$ cat config.mk
export PLATFORM = sky130hd
export DESIGN_NAME = tybec_map_node_vec
export DESIGN_NICKNAME = d
export VERILOG_FILES = /design/src/rtl/tybec_map_pkg.sv /design/src/rtl/tybec_credit_fifo.sv /design/src/rtl/tybec_map_node_vec.sv
export SDC_FILE = /design/constraint.sdc
export NUM_CORES = 2
export LEC_CHECK = 0
export CAP_MARGIN = 5
export CORE_ASPECT_RATIO = 0.9
export CORE_MARGIN = 2
export CORE_UTILIZATION = 45
export CTS_CLUSTER_DIAMETER = 40
export CTS_CLUSTER_SIZE = 16
export DETAILED_ROUTE_END_ITERATION = 8
export DONT_BUFFER_PORTS = 1
export GPL_TIMING_DRIVEN = 1
export PLACE_DENSITY_LB_ADDON = 0.12
export SYNTH_ARGS = -nofsm -noshare
export SYNTH_HDL_FRONTEND = slang
export SYNTH_HIERARCHICAL = 1
export SYNTH_SLANG_ARGS = --single-unit
$ cat constraint.sdc
create_clock -name clk -period 5.7 [get_ports clk]
set_input_delay 0.285 -clock clk [delete_from_list [all_inputs] [get_ports clk]]
set_output_delay 0.285 -clock clk [all_outputs]
set_load 0.005 [all_outputs]
$ cat src/rtl/tybec_map_pkg.sv
// Shared constants and helpers for the TyBEC vector map node.
package tybec_map_pkg;

  localparam int unsigned OP_MUL = 0;
  localparam int unsigned OP_ADD = 1;
  localparam int unsigned OP_SUB = 2;

  function automatic int unsigned clog2(input int unsigned v);
    int unsigned r;
    r = 0;
    while ((64'd1 << r) < 64'(v)) r++;
    return r;
  endfunction

endpackage

$ cat src/rtl/tybec_credit_fifo.sv
// Output FIFO plus credit counter; credits are taken at accept and returned at pop,
// so in-flight pipeline entries always have a reserved slot.
module tybec_credit_fifo
  import tybec_map_pkg::*;
#(
  parameter int unsigned WIDTH = 64,
  parameter int unsigned DEPTH = 5
) (
  input  logic             clk,
  input  logic             rst,
  input  logic             acquire,
  input  logic             push,
  input  logic             pop,
  input  logic [WIDTH-1:0] din,
  output logic [WIDTH-1:0] dout,
  output logic             empty,
  output logic             credit_ok
);

  localparam int unsigned CW = clog2(DEPTH + 1);
  localparam int unsigned PW = (DEPTH > 1) ? clog2(DEPTH) : 1;

  logic [WIDTH-1:0] mem [DEPTH];
  logic [PW-1:0]    wr_ptr, rd_ptr;
  logic [CW-1:0]    count, credits;
  logic             do_pop, take;

  function automatic logic [PW-1:0] bump(input logic [PW-1:0] p);
    return (p == PW'(DEPTH - 1)) ? '0 : p + PW'(1);
  endfunction

  assign do_pop    = pop & (count != '0);
  assign take      = acquire & (credits != '0);
  assign empty     = (count == '0);
  assign credit_ok = (credits != '0);
  assign dout      = empty ? '0 : mem[rd_ptr];

  always_ff @(posedge clk) begin
    if (push) mem[wr_ptr] <= din;
  end

  always_ff @(posedge clk or posedge rst) begin
    if (rst) begin
      wr_ptr  <= '0;
      rd_ptr  <= '0;
      count   <= '0;
      credits <= CW'(DEPTH);
    end else begin
      if (push)   wr_ptr <= bump(wr_ptr);
      if (do_pop) rd_ptr <= bump(rd_ptr);
      case ({push, do_pop})
        2'b10:   count <= count + CW'(1);
        2'b01:   count <= count - CW'(1);
        default: count <= count;
      endcase
      case ({take, do_pop})
        2'b10:   credits <= credits - CW'(1);
        2'b01:   credits <= credits + CW'(1);
        default: credits <= credits;
      endcase
    end
  end

endmodule

$ cat src/rtl/tybec_map_node_vec.sv
// Vectorised leaf map node: lane-wise mul/add/sub through a LAT-stage pipeline
// into a credit-counted output FIFO.
module tybec_map_node_vec
  import tybec_map_pkg::*;
#(
  parameter int unsigned     DATAW      = 32,
  parameter int unsigned     LANES      = 2,
  parameter int unsigned     LAT        = 3,
  parameter int unsigned     OP         = 0,
  parameter int unsigned     CONST_MODE = 0,
  parameter logic [DATAW-1:0] CONST_VAL = '0,
  parameter int unsigned     FIFO_DEPTH = LAT + 2
) (
  input  logic                   clk,
  input  logic                   rst,
  input  logic                   ivalid,
  output logic                   iready,
  input  logic [LANES*DATAW-1:0] in1,
  input  logic [LANES*DATAW-1:0] in2,
  output logic                   ovalid,
  input  logic                   oready,
  output logic [LANES*DATAW-1:0] out1
);

  localparam int unsigned W = LANES * DATAW;

  logic [W-1:0]   result;
  logic [LAT-1:0] vld;
  logic [W-1:0]   dat [LAT];
  logic           empty;

  for (genvar i = 0; i < LANES; i++) begin : g_lane
    logic [DATAW-1:0] a, b;
    assign a = in1[i*DATAW +: DATAW];
    assign b = (CONST_MODE != 0) ? CONST_VAL : in2[i*DATAW +: DATAW];
    if (OP == OP_ADD) begin : g_add
      assign result[i*DATAW +: DATAW] = a + b;
    end else if (OP == OP_SUB) begin : g_sub
      assign result[i*DATAW +: DATAW] = a - b;
    end else begin : g_mul
      assign result[i*DATAW +: DATAW] = a * b;
    end
  end

  // Stages advance every cycle; only the valid bit marks real samples.
  always_ff @(posedge clk or posedge rst) begin
    if (rst) begin
      vld <= '0;
      for (int unsigned k = 0; k < LAT; k++) dat[k] <= '0;
    end else begin
      vld[0] <= ivalid & iready;
      dat[0] <= result;
      for (int unsigned k = 1; k < LAT; k++) begin
        vld[k] <= vld[k-1];
        dat[k] <= dat[k-1];
      end
    end
  end

  tybec_credit_fifo #(
    .WIDTH (W),
    .DEPTH (FIFO_DEPTH)
  ) u_fifo (
    .clk       (clk),
    .rst       (rst),
    .acquire   (ivalid),
    .push      (vld[LAT-1]),
    .pop       (oready),
    .din       (dat[LAT-1]),
    .dout      (out1),
    .empty     (empty),
    .credit_ok (iready)
  );

  assign ovalid = ~empty;

endmodule

==> qor.txt <==
Status: finished, violations left
Failing checks: setup timing
CTS tree: built
Crit-path max FO: 19
Worst-margin pin slew: 1.07 ns
WL final: 121 mm
Final antenna-violating net count: 0
Die area: 0.112 mm^2
Ranking of synthesized cells by area: fa_1 33%, edfxtp_1 20%, dfrtp_1 10%
Yosys warns: 6
Kind of critical path: input pin to flop
RSZ-0062 raised after global routing: true
Finished Cell Area: 0.0538 mm^2
Number of global-route vias before repair: 32200
R2R depth: 4
GP Congestion: 0.849
DR iter-0 viols: 1645
DR vias: 29300
Hold Crit Class: input pin to flop
Reg-to-reg endpoint: u_fifo/mem[3][56]
Top Usage Layer GRT: met2
IO buf count: 0
Post-synth EDFFs: 320
Cell accounting for the most synthesized area: fa_1
Critical Path Sink Type: flop
Initial Util: 45.5%
Fillers: 9835
Synth Instances: 4322
TritonRoute pass-1 iters: 5
Arrival @ worst endpoint: 6.32 ns
Hold_sp: in1[2]
Max Cap Violations: 0
Share of the synthesized area in the top cell type: 33.4%
Clock sinks: 527
Final setup viols: 6
Seq/Total Area, Yosys: 30.1%
Final Critical Period: 5.79 ns
DRC Markers: 0
Relative slew slack: 29.0%
Slew Limit Fails: 0
# rows: 114
Main synth FF type: edfxtp_1
Clock Skew: 0.0342 ns
Crit share post-route: 101%
Yosys cell types: 72
Worst setup SP type: input pin
Worst-path clk slew: 0.06 ns
Fin. Hold Viols: 0
First-pass GRT wire length: 192 mm
Synth top cells by count: 830 x inv_1, 818 x fa_1, 550 x nand2_1
Syn avg cell area: 11.4 um^2
Detail Placement HPWL: 88.7 mm
Worst Path Required: 6.24 ns
R2R setup slack: 3.04 ns
M2 GR Usage: 36.1%
WL/cell: 20.7 um
Die W: 352 um
Drt via density: 5.01
Post-synthesis register bit count: 527
Root Buffer: clkbuf_16
Worst Hold Path Cells: 3
Initial antenna violation count: 4
Origin of the critical flop-to-flop path: vld[2]
Synthesized area: 0.0491 mm^2
Clock buffer depth: 3
Clk_lat worst skew: 0.62 ns
Largest net degree at the start of global routing: 123
Number of CTS-inserted buffers: 52
Count leader, synth: inv_1
Net count, final: 5547
Met3 GRT Util: 4.02%
Worst setup margin: -0.0854 ns
Remaining global-route overflow: 0
Async set or reset register ratio after synthesis: 39.3%
Tot GR Track Use: 22.4%
H-tree depth: 2
Syn_nets: 5524
Share of layout cells above drive strength 1: 10.0%
Placed cell area: 0.0516 mm^2
Hold Path Sink: dat[130]
Core area: 0.108 mm^2
IO Count: 198
Die Y: 317 um
GR met1 Demand/Resource: 31.5%
Fmax: 0.173 GHz
Area delta synth->final: 9.68%
-- layout by cell type, fill, tap and decap left out, types with 13 or more instances in the layout --
cell type	instances
inv_1	822
edfxtp_1	320
a21oi_1	31
and2_1	521
nand2_1	543
nor2_1	88
ha_4	13
mux4_2	64
fa_1	809
dfrtp_1	202
o21ai_0	20
a21o_1	16
buf_4	155
clkbuf_16	54
xor2_1	44
a21oi_2	18
ha_1	237
xnor2_1	127
mux2i_1	65
-- registers in the layout, summed over array words and instances, names as in the netlist --
register	count
u_fifo/count	3
u_fifo/credits	3
dat	192
u_fifo/mem	320
u_fifo/rd_ptr	3
vld	3
u_fifo/wr_ptr	3
-- timing repair --
action	4_1_cts	5_1_grt
setup buffers	2	8
hold buffers	12	0
pin swaps	15	76
resized for setup	8	59
endpoints found under the hold margin	140	0
setup endpoints to repair	16	22
gates cloned	0	0
-- through the flow --
step | setup WS, ns | hold WS (ns) | TNS (ns) | instances | utilization [%]
after CTS | -0.0283 | 0.0692 | -0.0994 | 5838 | 49.7
after floorplan | -0.654 | 0.148 | -8.50 | 4322 | -
after global placement | -0.690 | 0.226 | -15.55 | 5727 | 47.8
final | -0.0854 | 0.118 | -0.311 | 5843 | 49.9
after detailed placement | -0.749 | 0.230 | -16.66 | 5727 | 47.8
after global routing | -0.271 | 0.111 | -2.42 | 5839 | 49.9
-- worst max path at each step --
stage / from / cells past startpoint / endpoint
final: in1[13] / 23 / dat[154]
after global routing: in1[13] / 22 / dat[159]
after CTS: in2[5] / 23 / dat[159]
after detailed placement: in1[45] / 22 / dat[189]
after global placement: in1[45] / 22 / dat[191]
after floorplan: in2[4] / 24 / dat[159]
-- worst max-delay path, cell delays in order --
cell and delay [ns]:
and2_1 0.16, fa_1 0.56, fa_1 0.44, fa_1 0.50, inv_1 0.06, fa_1 0.53
inv_1 0.05, fa_1 0.46, fa_1 0.48, fa_1 0.49, inv_1 0.05, fa_1 0.47
inv_1 0.07, ha_4 0.26, nand4_1 0.22, buf_4 0.22, a311oi_2 0.21, buf_4 0.19
nand2b_4 0.15, nor2_4 0.04, o21ai_2 0.13, xor2_1 0.15, buf_4 0.14
-- cells by family (layout without fill, tap and decap cells) --
kind of cell	count (synthesis)	in the layout	share of synthesized area (%)
xor gates and xnor gates	175	175	3.12
DFF	527	527	30.1
buffers and inverters	1034	1101	8.03
AOI/OAI and AO/OA	161	161	2.26
and+or+nand+nor	1224	1224	12.4
muxes	131	131	4.31
other	0	4	0
adders and majority gates	1070	1070	39.8
-- layer usage --
layer  vias to the layer above  part of all wire [%]
li1                      13200                     -
met1                     15200                    45
met2                       673                    47
met3                       175                   5.2
met4                         2                   2.8
met5                         -                 0.011
-- area by class of cell --
type | instances | area (um^2) | share of cell area [%]
clock inverter | 30 | 378 | 0.702
sequential | 527 | 14800 | 27.5
inverter | 830 | 3120 | 5.80
tap | 1450 | 1810 | 3.37
clock buffer | 68 | 1420 | 2.64
multi-input combinational | 2761 | 30900 | 57.5
antenna | 4 | 10.0 | 0.0186
timing repair buffer | 173 | 1350 | 2.51
Power is left out: the tool's default activity adds up to more than one toggle a clock period on the data nets, which glitch-free logic cannot reach.
